**src/rtl/fnn_pkg.sv**
```systemverilog
// Shared types and helpers for the fully-connected layer plumbing.
package fnn_pkg;

    typedef enum logic {
        SER_IDLE  = 1'b0,
        SER_SHIFT = 1'b1
    } ser_state_t;

    // Index width for a vector of n words; a single-word vector still needs one bit.
    function automatic int idx_width(input int n);
        return (n > 1) ? $clog2(n) : 1;
    endfunction

endpackage

```
**src/rtl/layer_capture_bank.sv**
```systemverilog
// Per-neuron capture registers for one output vector, with a captured mask,
// a registered full flag and a sticky overrun detector.
module layer_capture_bank
    import fnn_pkg::*;
#(
    parameter int NUM_NEURONS = 30,
    parameter int DATA_WIDTH  = 16
) (
    input  logic                              clk,
    input  logic                              rst,
    input  logic [NUM_NEURONS*DATA_WIDTH-1:0] i_neuron_out,
    input  logic [NUM_NEURONS-1:0]            i_neuron_valid,
    input  logic                              i_load,
    output logic [NUM_NEURONS*DATA_WIDTH-1:0] o_bank,
    output logic                              o_full,
    output logic                              o_overrun
);

    logic [NUM_NEURONS*DATA_WIDTH-1:0] r_bank;
    logic [NUM_NEURONS-1:0]            r_captured;
    logic                              r_full;
    logic                              r_overrun;
    logic [NUM_NEURONS-1:0]            w_keep;
    logic [NUM_NEURONS-1:0]            w_take;

    // A load empties the mask on this same edge, so arriving words start the next vector.
    assign w_keep = i_load ? '0 : r_captured;
    assign w_take = i_neuron_valid & ~w_keep;

    always_ff @(posedge clk) begin
        if (rst) begin
            r_bank     <= '0;
            r_captured <= '0;
            r_full     <= 1'b0;
            r_overrun  <= 1'b0;
        end else begin
            r_captured <= w_keep | i_neuron_valid;
            r_full     <= i_load ? 1'b0 : &r_captured;
            if (|(i_neuron_valid & w_keep)) begin
                r_overrun <= 1'b1;
            end
            for (int i = 0; i < NUM_NEURONS; i++) begin
                if (w_take[i]) begin
                    r_bank[i*DATA_WIDTH +: DATA_WIDTH] <= i_neuron_out[i*DATA_WIDTH +: DATA_WIDTH];
                end
            end
        end
    end

    assign o_bank    = r_bank;
    assign o_full    = r_full;
    assign o_overrun = r_overrun;

endmodule

```
**src/rtl/layer_out_serializer.sv**
```systemverilog
// Collects one layer's parallel neuron outputs and replays them, index 0 first,
// as a gap-free serial stream for the next layer. Double-buffered via the capture bank.
module layer_out_serializer
    import fnn_pkg::*;
#(
    parameter int NUM_NEURONS = 30,
    parameter int DATA_WIDTH  = 16
) (
    input  logic                              clk,
    input  logic                              rst,
    input  logic [NUM_NEURONS*DATA_WIDTH-1:0] neuron_out,
    input  logic [NUM_NEURONS-1:0]            neuron_valid,
    output logic [DATA_WIDTH-1:0]             data_out,
    output logic                              data_valid,
    output logic                              data_last,
    output logic                              busy,
    output logic                              overrun
);

    localparam int IDX_W = idx_width(NUM_NEURONS);
    localparam logic [IDX_W-1:0] LAST_IDX = IDX_W'(NUM_NEURONS - 1);

    ser_state_t                        r_state;
    logic [DATA_WIDTH-1:0]             r_shift [NUM_NEURONS];
    logic [IDX_W-1:0]                  r_idx;
    logic [DATA_WIDTH-1:0]             r_data;
    logic                              r_valid;
    logic                              r_last;
    logic [NUM_NEURONS*DATA_WIDTH-1:0] w_bank;
    logic                              w_full;
    logic                              w_overrun;
    logic                              w_load;
    logic [IDX_W-1:0]                  w_next;

    layer_capture_bank #(
        .NUM_NEURONS(NUM_NEURONS),
        .DATA_WIDTH (DATA_WIDTH)
    ) u_bank (
        .clk           (clk),
        .rst           (rst),
        .i_neuron_out  (neuron_out),
        .i_neuron_valid(neuron_valid),
        .i_load        (w_load),
        .o_bank        (w_bank),
        .o_full        (w_full),
        .o_overrun     (w_overrun)
    );

    // Reload from IDLE, or on the final word of a stream so the next vector follows with no gap.
    assign w_load = w_full && ((r_state == SER_IDLE) || (r_idx == LAST_IDX));
    assign w_next = r_idx + 1'b1;

    always_ff @(posedge clk) begin
        if (rst) begin
            r_state <= SER_IDLE;
            r_idx   <= '0;
            r_data  <= '0;
            r_valid <= 1'b0;
            r_last  <= 1'b0;
            for (int i = 0; i < NUM_NEURONS; i++) begin
                r_shift[i] <= '0;
            end
        end else if (w_load) begin
            for (int i = 0; i < NUM_NEURONS; i++) begin
                r_shift[i] <= w_bank[i*DATA_WIDTH +: DATA_WIDTH];
            end
            r_state <= SER_SHIFT;
            r_idx   <= '0;
            r_data  <= w_bank[DATA_WIDTH-1:0];
            r_valid <= 1'b1;
            r_last  <= 1'b0;
        end else if (r_state == SER_SHIFT) begin
            if (r_idx == LAST_IDX) begin
                r_state <= SER_IDLE;
                r_valid <= 1'b0;
                r_last  <= 1'b0;
            end else begin
                r_idx   <= w_next;
                r_data  <= r_shift[w_next];
                r_valid <= 1'b1;
                r_last  <= (w_next == LAST_IDX);
            end
        end
    end

    assign data_out   = r_data;
    assign data_valid = r_valid;
    assign data_last  = r_last;
    assign busy       = (r_state == SER_SHIFT);
    assign overrun    = w_overrun;

endmodule

```
**config.mk**
```make
export PLATFORM = sky130hd
export DESIGN_NAME = layer_out_serializer
export DESIGN_NICKNAME = d
export VERILOG_FILES = /design/src/rtl/fnn_pkg.sv /design/src/rtl/layer_capture_bank.sv /design/src/rtl/layer_out_serializer.sv
export SDC_FILE = /design/constraint.sdc
export NUM_CORES = 2
export LEC_CHECK = 0
export CORE_ASPECT_RATIO = 0.8
export CORE_MARGIN = 4
export CORE_UTILIZATION = 50
export CTS_CLUSTER_DIAMETER = 60
export DETAILED_ROUTE_END_ITERATION = 8
export GPL_TIMING_DRIVEN = 0
export HOLD_SLACK_MARGIN = 0.06
export PLACE_DENSITY = 0.83
export SYNTH_ARGS = -nofsm -noshare
export SYNTH_HDL_FRONTEND = slang
export SYNTH_SLANG_ARGS = --single-unit
```
**constraint.sdc**
```tcl
create_clock -name clk -period 17.21 [get_ports clk]
set_input_delay 1.721 -clock clk [delete_from_list [all_inputs] [get_ports clk]]
set_output_delay 1.721 -clock clk [all_outputs]
set_load 0.02 [all_outputs]
```
==> impl_metrics.json <==
{
  "timing.final.max_slew_violations": 0,
  "reg2reg_from": "r_idx[0]",
  "aggregate_global_route_resource_usage_pct": 29.21,
  "cp_data_arrival_time_ps": 5220,
  "setup.worst_path.start": "r_idx[0]",
  "placeableCoreArea_um2": 80760,
  "setup_repair_after_global_routing_missed_its_margin": "no",
  "detailed_place.area_um2": 47760,
  "critPathCaptureType": "flop",
  "first_pass_grt_wire_length_um": 184400,
  "power_report.internal_total_mw": 4.131,
  "areaGrowthSynthToFinish_pct": 24.88,
  "power.ir.vdd_worst_uv": 70.05,
  "die_width_um": 327.7,
  "final_setup_slack_of_the_worst_path_ps": 12570,
  "post_synth_most_frequent_cells": "sky130_fd_sc_hd__dfxtp_1 (536), sky130_fd_sc_hd__nor2_1 (533), sky130_fd_sc_hd__mux2i_1 (520)",
  "routed_via_density": 5.539,
  "cts.hold.buffers_added": 0,
  "clkTransAtPathRegs_ps": 70,
  "globalRouteOverflowTotal": 0,
  "run_status": "completed",
  "worstMarginPinSlew_ps": 1046,
  "final.hold.worst_slack_ps": 482.8,
  "cts.sinks": 1016,
  "die_area_um2": 86430,
  "post_drt_wl_per_cell_um": 25.69,
  "synth_nets": 3735,
  "cpMaxStageDelayCell": "sky130_fd_sc_hd__a221oi_1",
  "switching_share_pct": 22.64,
  "ioPinCount": 532,
  "grt_max_degree": 71,
  "combinationalPowerShare_pct": 8.4,
  "rrSetupSlack_ps": 12570,
  "worstSkewPairLatency_ps": 670,
  "min_period_ps": 4645,
  "finalInstanceArea_um2": 51050,
  "synth-async-reset-ratio_pct": 0,
  "synth.largest_area_cell": "sky130_fd_sc_hd__edfxtp_1",
  "synth_enable_flop_cells": 480,
  "path_type_of_the_worst_min_delay_path": "flop to flop",
  "cellLeakagePower_nw": 20.79,
  "post_cts_resize_count": 0,
  "detailroute.via_count": 27950,
  "synth_largest_type_area_fraction_pct": 35.26,
  "synthesis.area_per_instance_um2": 12.70,
  "gp_congestion": 0.8906,
  "synth.yosys.warnings": 0,
  "tritoncts": "yes",
  "critical-path-top-cell-by-count": "sky130_fd_sc_hd__buf_4",
  "cp.required_ps": 17790,
  "r2r_cells": 13,
  "post-cts-setup-buffer-count": 0,
  "cap_violations": 0,
  "detail_route.wirelength_um": 129600,
  "p_per_area_nw_per_um2": 104.6,
  "postSynth.topFlopCell": "sky130_fd_sc_hd__dfxtp_1",
  "dp_cells": 4850,
  "setup-violations-final": 0,
  "dpl_worst_slack_ps": 12380,
  "capturing_element_of_the_worst_setup_path": "data_out[9]",
  "y_dimension_of_the_die_um": 263.8,
  "clkPwrFrac_pct": 40.9,
  "synthCells": 3220,
  "critPathKind": "flop to flop",
  "cts_made_buffers": 98,
  "yosys-top-cells-area": "sky130_fd_sc_hd__edfxtp_1 (35%), sky130_fd_sc_hd__dfxtp_1 (26%), sky130_fd_sc_hd__mux2i_1 (13%), sky130_fd_sc_hd__mux4_2 (5.0%), sky130_fd_sc_hd__nor2_1 (4.9%)",
  "synth_cell_types": 45,
  "timing_hold_violations_final": 0,
  "synth_seq_cells": 1016,
  "drtPass1Iterations": 5,
  "synthMostInstantiatedCell": "sky130_fd_sc_hd__dfxtp_1",
  "yosysSeqAreaShare_pct": 61.50,
  "share_of_post_route_cells_with_drive_strength_above_1_pct": 10.28,
  "level_count_of_the_clock_h_tree": 3,
  "clock-skew-final_ps": 20.04,
  "cts_root_buf": "sky130_fd_sc_hd__clkbuf_16",
  "critical_path.max_fanout": 10,
  "drt.antenna.violating_nets": 0,
  "hpwl_um": 98660,
  "first_global_vias": 28100,
  "slew_headroom_pct": 30.26,
  "startpoint_kind_of_the_worst_setup_timing_path": "flop",
  "initial_core_utilization_pct": 50.62,
  "regToRegEndpoint": "data_out[9]",
  "grt_antenna_before_repair": 32,
  "num-nets-final": 4373,
  "synth_cell_area_um2": 40880,
  "power_spent_charging_and_discharging_nets_mw": 1.209,
  "post_layout_nonfiller_instances": 5047,
  "first_iter_violations": 2970,
  "num_rows": 93,
  "worstPathCellList": "clkbuf_2, buf_2, inv_1, buf_2, ha_1, buf_4, buf_4, buf_4, buf_4, mux2i_1, a221oi_1, a22oi_1, o211ai_1",
  "finalCritPeriodShare_pct": 26.99,
  "port_buffers": 530,
  "max_clock_freq_ghz": 0.2153,
  "power.sequential.fraction_pct": 50.7,
  "ctsLongestPathBuffers": 3,
  "cpPeakStageDelay_ps": 860,
  "drcViolationCount": 0
}
==> worst min-delay path by stage <==
stage | endpoint | from | slack (ps) | depth (start not counted)
finish | data_valid | data_valid | 480 | 2
global route | data_valid | data_valid | 500 | 2
CTS | data_valid | data_valid | 480 | 2
detailed placement | data_valid | data_valid | 460 | 2
global placement | data_valid | data_valid | 450 | 2
floorplan | u_bank.o_bank[100] | u_bank.o_bank[100] | 450 | 2
==> layout make-up <==
type                            instances  area [um^2]
Sequential cell                      1016        25140
Timing Repair Buffer                  538         5510
Tap cell                             1092         1366
Clock inverter                         33        311.5
Inverter                               33        123.9
Fill cell                            6069        29700
Multi-Input combinational cell       1972        14660
Clock buffer                          148         2938
Antenna cell                           16        40.04
Buffer                                199        957.2
==> worst max-delay path: cells and delay by family, from the launching register on <==
family          cells  cell delay, ps
fa+ha+maj           1             380
compound gates      3            1390
buf+inv             8            2280
mux                 1             120
flops               1             370
==> power groups by stage <==
stage / combinational (mW) / clock [mW] / sequential, mW
after detailed placement: 0.443 / 0 / 2.76
final: 0.448 / 2.19 / 2.71
after global routing: 0.476 / 2.29 / 2.72
after floorplan: 0.224 / 0 / 2.76
after global placement: 0.427 / 0 / 2.79
after CTS: 0.447 / 2.20 / 2.70
==> flip-flops by register name (all words and copies together) (netlist names) <==
signal and count:
busy 1, data_last 1, data_out 16, data_valid 1, r_idx 5, r_shift 480
u_bank.o_bank 480, u_bank.o_full 1, u_bank.o_overrun 1, u_bank.r_captured 30
==> metrics by stage <==
stage / utilization [%] / TNS, ps / total power, mW
2_1_floorplan: - / 0 / 2.985
6_report: 63.22 / 0 / 5.340
3_3_place_gp: 58.89 / -2570610 / 3.222
4_1_cts: 63.17 / 0 / 5.347
3_5_place_dp: 59.14 / 0 / 3.198
5_1_grt: 63.19 / 0 / 5.483
==> metal layers <==
| layer | share of wire [%] | vias to the layer above | wire length (um) | global-route usage, % |
|---|---|---|---|---|
| li1 | - | 12580 | - | - |
| met5 | 0.18 | - | 229 | 0 |
| met2 | 46 | 1259 | 59260 | 45.90 |
| met1 | 41 | 13840 | 52960 | 39.33 |
| met4 | 3.5 | 36 | 4535 | 10.01 |
| met3 | 9.8 | 246 | 12650 | 7.998 |
==> placed cells by master, fill, tap and decap left out, types with 30 or more instances in the layout <==
master / count
sky130_fd_sc_hd__a21oi_1: 39
sky130_fd_sc_hd__and2_1: 289
sky130_fd_sc_hd__buf_4: 43
sky130_fd_sc_hd__clkbuf_1: 146
sky130_fd_sc_hd__clkbuf_16: 104
sky130_fd_sc_hd__clkdlybuf4s50_1: 530
sky130_fd_sc_hd__dfxtp_1: 536
sky130_fd_sc_hd__edfxtp_1: 480
sky130_fd_sc_hd__inv_1: 33
sky130_fd_sc_hd__mux2_2: 48
sky130_fd_sc_hd__mux2i_1: 520
sky130_fd_sc_hd__mux4_2: 90
sky130_fd_sc_hd__nand2_1: 88
sky130_fd_sc_hd__nor2_1: 533
sky130_fd_sc_hd__nor2b_1: 194
sky130_fd_sc_hd__o21ai_2: 30
==> cells by family (layout without fill, tap and decap cells) <==
| logic type | after synthesis | after routing | synth area share [%] |
|---|---|---|---|
| and+or+nand+nor | 1141 | 1141 | 13.62 |
| DFF | 1016 | 1016 | 61.50 |
| muxes | 658 | 658 | 19.01 |
| buffers and inverters | 232 | 951 | 2.635 |
| AOI/OAI and AO/OA | 163 | 163 | 2.966 |
| xor gates and xnor gates | 7 | 7 | 0.1683 |
| adders and majority gates | 3 | 3 | 0.09183 |
| other | 0 | 16 | 0 |
Power figures use the tool's default switching activity.
